## config.mk

```make
export PLATFORM = sky130hd
export DESIGN_NAME = exstage
export DESIGN_NICKNAME = d
export VERILOG_FILES = /design/src/rtl/exstage.sv
export SDC_FILE = /design/constraint.sdc
export NUM_CORES = 1
export LEC_CHECK = 0
export BUFFER_PORTS_ARGS = -buffer_cell sky130_fd_sc_hd__buf_4
export CAP_MARGIN = 10
export CORE_ASPECT_RATIO = 1.5
export CORE_MARGIN = 2
export CORE_UTILIZATION = 35
export DETAILED_ROUTE_END_ITERATION = 10
export PLACE_DENSITY = 0.64
export REMOVE_ABC_BUFFERS = 1
export SKIP_LAST_GASP = 1
export SLEW_MARGIN = 20
export SYNTH_ARGS = -nofsm -noshare
export SYNTH_HDL_FRONTEND = slang
export SYNTH_SLANG_ARGS = --single-unit
```

## constraint.sdc

```tcl
create_clock -name clk_i -period 7.85 [get_ports clk_i]
set_input_delay 0.3925 -clock clk_i [delete_from_list [all_inputs] [get_ports clk_i]]
set_output_delay 0.3925 -clock clk_i [all_outputs]
set_load 0.01 [all_outputs]
```

## src/rtl/exstage.sv

```systemverilog
// ----------------------------------------------------------------------------
// exstage: execute stage of a 5-stage RV32 pipeline.
//
// Resolves operand forwarding (EX/MEM first, then WB) and the load-use hazard.
// It computes the ALU result, the branch/jump target and the redirect, and
// registers the EX/MEM pipeline entry.
//
// Ports
//   clk_i, rst_i             clock, synchronous active-low reset
//   stall_i, flush_i         hold / kill the EX/MEM register
//   id_valid_i + operands    ID/EX entry (pc, rs data, imm, indices, controls)
//   wb_*                     writeback forwarding source
//   *_o (registered)         EX/MEM entry consumed by the memory stage
//   redirect_o/_pc_o         combinational control-flow redirect
//   hazard_o                 combinational load-use stall request
// ----------------------------------------------------------------------------
module exstage (
   input  logic        clk_i,
   input  logic        rst_i,
   input  logic        stall_i,
   input  logic        flush_i,
   input  logic        id_valid_i,
   input  logic [31:0] pc_i,
   input  logic [31:0] rs1_data_i,
   input  logic [31:0] rs2_data_i,
   input  logic [31:0] imm_i,
   input  logic [4:0]  rs1_addr_i,
   input  logic [4:0]  rs2_addr_i,
   input  logic [4:0]  rd_addr_i,
   input  logic [3:0]  alu_op_i,
   input  logic        alu_src_a_i,
   input  logic        alu_src_b_i,
   input  logic        regwrite_i,
   input  logic        memread_i,
   input  logic        memwrite_i,
   input  logic        branch_i,
   input  logic        jal_i,
   input  logic        jalr_i,
   input  logic [1:0]  memtoreg_i,
   input  logic [2:0]  funct3_i,
   input  logic        wb_regwrite_i,
   input  logic [4:0]  wb_rd_i,
   input  logic [31:0] wb_data_i,
   output logic        regwrite_o,
   output logic [4:0]  rd_addr_o,
   output logic [1:0]  memtoreg_o,
   output logic [31:0] pc_address_o,
   output logic [31:0] alu_result_o,
   output logic [31:0] store_data_o,
   output logic        memread_o,
   output logic        memwrite_o,
   output logic [2:0]  funct3_o,
   output logic        ex_valid_o,
   output logic        redirect_o,
   output logic [31:0] redirect_pc_o,
   output logic        hazard_o
);

   localparam logic [3:0] OpAdd   = 4'd0;
   localparam logic [3:0] OpSub   = 4'd1;
   localparam logic [3:0] OpSll   = 4'd2;
   localparam logic [3:0] OpSlt   = 4'd3;
   localparam logic [3:0] OpSltu  = 4'd4;
   localparam logic [3:0] OpXor   = 4'd5;
   localparam logic [3:0] OpSrl   = 4'd6;
   localparam logic [3:0] OpSra   = 4'd7;
   localparam logic [3:0] OpOr    = 4'd8;
   localparam logic [3:0] OpAnd   = 4'd9;
   localparam logic [3:0] OpPassB = 4'd10;

   logic        regwrite_q, regwrite_d;
   logic [4:0]  rd_addr_q, rd_addr_d;
   logic [1:0]  memtoreg_q, memtoreg_d;
   logic [31:0] pc_address_q, pc_address_d;
   logic [31:0] alu_result_q, alu_result_d;
   logic [31:0] store_data_q, store_data_d;
   logic        memread_q, memread_d;
   logic        memwrite_q, memwrite_d;
   logic [2:0]  funct3_q, funct3_d;
   logic        ex_valid_q, ex_valid_d;

   logic [31:0] rs1_fwd, rs2_fwd;
   logic [31:0] op_a, op_b, alu_res;
   logic [4:0]  shamt;
   logic        taken;
   logic [31:0] jalr_sum, target;
   logic        hazard, go;

   // A load in EX/MEM has no data yet, so it never forwards; hazard covers it.
   logic ex_fwd_ok;
   assign ex_fwd_ok = ex_valid_q & regwrite_q & ~memread_q;

   always_comb begin
      rs1_fwd = rs1_data_i;
      if (rs1_addr_i != 5'd0) begin
         if (ex_fwd_ok && (rd_addr_q == rs1_addr_i)) begin
            rs1_fwd = alu_result_q;
         end else if (wb_regwrite_i && (wb_rd_i == rs1_addr_i)) begin
            rs1_fwd = wb_data_i;
         end
      end
   end

   always_comb begin
      rs2_fwd = rs2_data_i;
      if (rs2_addr_i != 5'd0) begin
         if (ex_fwd_ok && (rd_addr_q == rs2_addr_i)) begin
            rs2_fwd = alu_result_q;
         end else if (wb_regwrite_i && (wb_rd_i == rs2_addr_i)) begin
            rs2_fwd = wb_data_i;
         end
      end
   end

   assign hazard = rst_i & id_valid_i & ex_valid_q & memread_q & (rd_addr_q != 5'd0) &
                   ((rd_addr_q == rs1_addr_i) | (rd_addr_q == rs2_addr_i));
   assign hazard_o = hazard;

   assign op_a  = alu_src_a_i ? pc_i : rs1_fwd;
   assign op_b  = alu_src_b_i ? imm_i : rs2_fwd;
   assign shamt = op_b[4:0];

   always_comb begin
      alu_res = 32'd0;
      case (alu_op_i)
         OpAdd:   alu_res = op_a + op_b;
         OpSub:   alu_res = op_a - op_b;
         OpSll:   alu_res = op_a << shamt;
         OpSlt:   alu_res = {31'd0, $signed(op_a) < $signed(op_b)};
         OpSltu:  alu_res = {31'd0, op_a < op_b};
         OpXor:   alu_res = op_a ^ op_b;
         OpSrl:   alu_res = op_a >> shamt;
         OpSra:   alu_res = $unsigned($signed(op_a) >>> shamt);
         OpOr:    alu_res = op_a | op_b;
         OpAnd:   alu_res = op_a & op_b;
         OpPassB: alu_res = op_b;
         default: alu_res = 32'd0;
      endcase
   end

   always_comb begin
      taken = 1'b0;
      case (funct3_i)
         3'b000:  taken = (rs1_fwd == rs2_fwd);
         3'b001:  taken = (rs1_fwd != rs2_fwd);
         3'b100:  taken = ($signed(rs1_fwd) < $signed(rs2_fwd));
         3'b101:  taken = ($signed(rs1_fwd) >= $signed(rs2_fwd));
         3'b110:  taken = (rs1_fwd < rs2_fwd);
         3'b111:  taken = (rs1_fwd >= rs2_fwd);
         default: taken = 1'b0;
      endcase
   end

   assign jalr_sum = rs1_fwd + imm_i;
   assign target   = jalr_i ? {jalr_sum[31:1], 1'b0} : (pc_i + imm_i);

   // rst_i gating keeps redirect quiet while the pipeline is held in reset.
   assign go            = rst_i & id_valid_i & ~hazard & ~stall_i & ~flush_i;
   assign redirect_o    = go & (jal_i | jalr_i | (branch_i & taken));
   assign redirect_pc_o = target;

   always_comb begin
      regwrite_d   = regwrite_q;
      rd_addr_d    = rd_addr_q;
      memtoreg_d   = memtoreg_q;
      pc_address_d = pc_address_q;
      alu_result_d = alu_result_q;
      store_data_d = store_data_q;
      memread_d    = memread_q;
      memwrite_d   = memwrite_q;
      funct3_d     = funct3_q;
      ex_valid_d   = ex_valid_q;
      if (flush_i || (!stall_i && hazard)) begin
         // Kill or bubble: only the control bits need clearing.
         ex_valid_d = 1'b0;
         regwrite_d = 1'b0;
         memread_d  = 1'b0;
         memwrite_d = 1'b0;
      end else if (!stall_i) begin
         ex_valid_d   = id_valid_i;
         regwrite_d   = id_valid_i & regwrite_i & (rd_addr_i != 5'd0);
         memread_d    = id_valid_i & memread_i;
         memwrite_d   = id_valid_i & memwrite_i;
         rd_addr_d    = rd_addr_i;
         memtoreg_d   = memtoreg_i;
         pc_address_d = pc_i;
         alu_result_d = alu_res;
         store_data_d = rs2_fwd;
         funct3_d     = funct3_i;
      end
   end

   always_ff @(posedge clk_i) begin
      if (!rst_i) begin
         regwrite_q   <= 1'b0;
         rd_addr_q    <= 5'd0;
         memtoreg_q   <= 2'd0;
         pc_address_q <= 32'd0;
         alu_result_q <= 32'd0;
         store_data_q <= 32'd0;
         memread_q    <= 1'b0;
         memwrite_q   <= 1'b0;
         funct3_q     <= 3'd0;
         ex_valid_q   <= 1'b0;
      end else begin
         regwrite_q   <= regwrite_d;
         rd_addr_q    <= rd_addr_d;
         memtoreg_q   <= memtoreg_d;
         pc_address_q <= pc_address_d;
         alu_result_q <= alu_result_d;
         store_data_q <= store_data_d;
         memread_q    <= memread_d;
         memwrite_q   <= memwrite_d;
         funct3_q     <= funct3_d;
         ex_valid_q   <= ex_valid_d;
      end
   end

   assign regwrite_o   = regwrite_q;
   assign rd_addr_o    = rd_addr_q;
   assign memtoreg_o   = memtoreg_q;
   assign pc_address_o = pc_address_q;
   assign alu_result_o = alu_result_q;
   assign store_data_o = store_data_q;
   assign memread_o    = memread_q;
   assign memwrite_o   = memwrite_q;
   assign funct3_o     = funct3_q;
   assign ex_valid_o   = ex_valid_q;

endmodule

```

==> summary.log <==
INFO  synthesis      post_synth_num_cell_types=114
INFO  die            die_area=58200squm
INFO  pwr            p_leak=10.1nW
INFO  placed_design  cell_area_after_placement=22700squm
INFO  synthesis      yosysMostFrequentCell=sky130_fd_sc_hd__a21oi_1
INFO  timing         slew_violations=0
INFO  job            drv_cap=0
INFO  cts            h-tree-depth=3
INFO  timing         slew_headroom=25.8%
INFO  grt            first_global_vias=23200
INFO  timing         report.final.setup_viol=0
INFO  outcome        run_status=finished clean
INFO  cts            clkSlewWorstSetupHoldPaths=0.07ns
INFO  pwr            power_density=132nW/um^2
INFO  placed_design  post-dp-hpwl=80800um
INFO  synthesis      dominantRegCellSynth=sky130_fd_sc_hd__dfxtp_1
INFO  synthesis      synth_seq_cells=110
INFO  worst_setup_path timing.setup.critical_path_class=flop to output port
INFO  cts            tritoncts_clock_tree=yes
INFO  timing         clock.fmax=154MHz
INFO  detailed_routing drt-wirelength-per-cell=27.8um
INFO  die            floorplan.rows=106
INFO  layout         final_design_area_no_fill=23000squm
INFO  placed_design  place.gp.congestion=1.06
INFO  worst_setup_path cp_max_fo=21
INFO  grt            grt_max_degree=59
INFO  timing         post-route-period-util=82.5%
INFO  layout         finish.net_count=3367
INFO  timing         post_route_setup_tns=0ns
INFO  synthesis      synth_top_cell_by_area=sky130_fd_sc_hd__ha_1
INFO  cts            clock_path_buffers=2
INFO  worst_setup_path setup.worst_path.end_class=output port
INFO  grt            grt_overflow_total=0
INFO  pwr            irDropWorstVdd=0.133mV
INFO  timing         finalCriticalPeriod=6.48ns
INFO  synthesis      cell_count_after_synthesis=2750
INFO  detailed_routing dr.pass1.iters=7
INFO  placed_design  io_buffer_count=346
INFO  die            core-area=55700squm
INFO  worst_setup_path required_time_of_the_critical_path=7.46ns
INFO  detailed_routing antenna_violating_nets_post_route=0
INFO  timing         worst_tran_pin_value=1.11ns
INFO  grt            wire_length_of_the_first_global_routing_pass=149000um
INFO  synthesis      ys_top_cells_by_area=sky130_fd_sc_hd__ha_1 (12%), sky130_fd_sc_hd__dfxtp_1 (11%), sky130_fd_sc_hd__mux2i_1 (9.6%)
INFO  synthesis      synth_largest_type_area_fraction=12.1%
INFO  layout         final_layout_size_suffix_gt1_share=17.9%
INFO  grt            grt.total_usage=34.3%
INFO  synthesis      ys_warn_count=0
INFO  synthesis      postSynth.asyncResetShare=0%
INFO  worst_setup_path worstPathArrival=6.09ns
INFO  detailed_routing postRouteWirelength=103000um
INFO  worst_hold_path hp-class=primary input to flop
INFO  worst_setup_path timing.critical_path.from_type=flop
INFO  detailed_routing first_iter_violations=2687
INFO  synthesis      ys_top_cells_by_count=sky130_fd_sc_hd__a21oi_1 (305), sky130_fd_sc_hd__nor2_1 (302), sky130_fd_sc_hd__nand2_1 (264)
INFO  timing         fin_worst_skew=0.0189ns
INFO  worst_setup_path critical_path.slowest_cell=sky130_fd_sc_hd__nor4_1
INFO  cts            clockRootBuffer=sky130_fd_sc_hd__clkbuf_16
INFO  cts            post_cts.repair.setup_buffers=0
INFO  synthesis      mappedNetlistArea=19700squm
INFO  worst_setup_path cp_num_buf_inv=4
INFO  detailed_routing vias_per_cell=6.43
INFO  detailed_routing via_count=23700
INFO  worst_setup_path path_delay_family=simple AND/OR/NAND/NOR gates
INFO  die            floorplan.initialDensity=35.3%
INFO  synthesis      syn_avg_cell_area=7.15squm
INFO  timing         rsz0062_at_grt=false
INFO  cts            cts_inserted_buffers=9
INFO  cts            post_cts.resized_instances=0
INFO  pwr            power.total=3.03mW
INFO  timing         final_hold_viol_count=0
INFO  detailed_routing drt_drc_violations_left=0
INFO  die            die_w=198um
INFO  synthesis      number_of_flops_mapped_to_enable_cells_by_yosys=0
INFO  cts            clock_sinks=110
INFO  worst_setup_path r2r_setup_slack=1.59ns
INFO  grt            grt_antenna_before_repair=8
INFO  layout         layout.filler_cells=5979
INFO  worst_setup_path critical_path_cell_sequence=xor2_1 > nor3_1 > nand2_1 > buf_4 > o22a_1 > o22ai_1 > inv_1 > ha_1 > nand3_1 > or3_1 > nor4_1 > nand2_1 > or3_1 > inv_1 > a21oi_1 > mux2i_1 > o2111a_1 > o41a_1 > buf_4
INFO  cts            clock_insertion_delay_worst_skew=0.43ns
INFO  worst_setup_path timing.critical_path.slowest_cell_delay=0.55ns
INFO  layout         area_growth=17.0%
INFO  cts            post_cts_hold_buffer_count=0
INFO  die            top_level_ports=347
INFO  layout         finish.utilization=41.3%
INFO  die            die_y=294um
INFO  synthesis      seq_area_frac_synth=11.2%
==> metrics by stage <==
step,worst slack [ns],hold slack [ns],cells
2_1_floorplan,1.77,0.481,2569
3_3_place_gp,1.85,0.444,3661
6_report,1.37,0.212,3685
4_1_cts,1.41,0.200,3677
3_5_place_dp,1.75,0.448,3661
5_1_grt,0.871,0.218,3684
==> cell families after synthesis <==
family / count (synthesis) / synth area share, %
compound gates: 1031 / 35.6
mux: 216 / 11.7
buf+inv: 296 / 6.55
flops: 110 / 11.2
fa+ha+maj: 194 / 12.5
simple gates: 822 / 18.9
xor+xnor: 81 / 3.61
==> final timing paths <==
check,from,cells past startpoint,end
max,rd_addr_o[2],19,redirect_o
min,memwrite_i,3,memwrite_o
min reg2reg,pc_address_o[2],2,pc_address_o[2]
max reg2reg,rd_addr_o[4],17,alu_result_o[31]
==> report_power, final <==
part / switching [mW] / internal (mW)
sequential: 0.0322 / 0.583
clock: 0.273 / 0.236
combinational: 1.20 / 0.703
total: 1.51 / 1.52
==> layout make-up <==
class | count | area, sq um | area share (%)
Multi-Input combinational cell | 2344 | 16300 | 70.6
Antenna cell | 8 | 20.0 | 0.0870
Clock buffer | 11 | 253 | 1.10
Tap cell | 702 | 878 | 3.82
Sequential cell | 110 | 2200 | 9.56
Timing Repair Buffer | 390 | 2930 | 12.7
Clock inverter | 5 | 41.3 | 0.179
Inverter | 115 | 442 | 1.92
==> state kept, by name, indices dropped and copies added (netlist names) <==
signal	flops
ex_valid_o	1
funct3_o	3
rd_addr_o	5
store_data_o	32
memwrite_o	1
regwrite_o	1
memtoreg_o	2
pc_address_o	32
alu_result_o	32
memread_o	1
==> worst register-to-register path, cell delays in order, from the launching register on <==
cell                       delay [ns]
sky130_fd_sc_hd__dfxtp_1         0.46
sky130_fd_sc_hd__xnor2_1         0.13
sky130_fd_sc_hd__and3_1          0.21
sky130_fd_sc_hd__nand2_1         0.47
sky130_fd_sc_hd__a21o_2          0.96
sky130_fd_sc_hd__a22oi_2         0.31
sky130_fd_sc_hd__ha_1            0.48
sky130_fd_sc_hd__or3_1           0.43
sky130_fd_sc_hd__a2111o_1        0.35
sky130_fd_sc_hd__a21oi_1         0.37
sky130_fd_sc_hd__o31a_1          0.27
sky130_fd_sc_hd__o31ai_1         0.12
sky130_fd_sc_hd__buf_4           0.17
sky130_fd_sc_hd__nor4_1          0.63
sky130_fd_sc_hd__a21oi_1         0.21
sky130_fd_sc_hd__mux2_2          0.28
sky130_fd_sc_hd__a21oi_1         0.04
sky130_fd_sc_hd__a311oi_1        0.28
==> layout by cell type, fill, tap and decap left out, types with 26 or more instances in the layout <==
cell / synthesis / layout
sky130_fd_sc_hd__buf_4: 14 / 390
sky130_fd_sc_hd__a21oi_1: 305 / 303
sky130_fd_sc_hd__nor2_1: 302 / 297
sky130_fd_sc_hd__nand2_1: 264 / 263
sky130_fd_sc_hd__ha_1: 190 / 190
sky130_fd_sc_hd__mux2i_1: 188 / 188
sky130_fd_sc_hd__o21ai_0: 155 / 155
sky130_fd_sc_hd__dfxtp_1: 110 / 110
sky130_fd_sc_hd__inv_1: 108 / 107
sky130_fd_sc_hd__o22ai_1: 95 / 95
sky130_fd_sc_hd__nand3_1: 53 / 53
sky130_fd_sc_hd__a21o_1: 49 / 48
sky130_fd_sc_hd__nor3_1: 47 / 45
sky130_fd_sc_hd__xnor2_1: 44 / 44
sky130_fd_sc_hd__xor2_1: 37 / 37
sky130_fd_sc_hd__a22oi_1: 34 / 34
sky130_fd_sc_hd__a211oi_1: 33 / 33
sky130_fd_sc_hd__o22a_1: 32 / 32
sky130_fd_sc_hd__a31oi_1: 31 / 31
sky130_fd_sc_hd__a22oi_2: 28 / 28
sky130_fd_sc_hd__nand2b_1: 26 / 26
==> per-layer routing <==
layer | vias to the layer above | share of wire (%) | track usage [%]
met1 | 11200 | 36 | 38.8
li1 | 10700 | - | -
met5 | - | 0 | 0
met2 | 1437 | 46 | 55.5
met4 | 0 | 9.2 | 28.4
met3 | 422 | 8.8 | 6.59
Note: power is estimated with default switching activity, not from simulation.
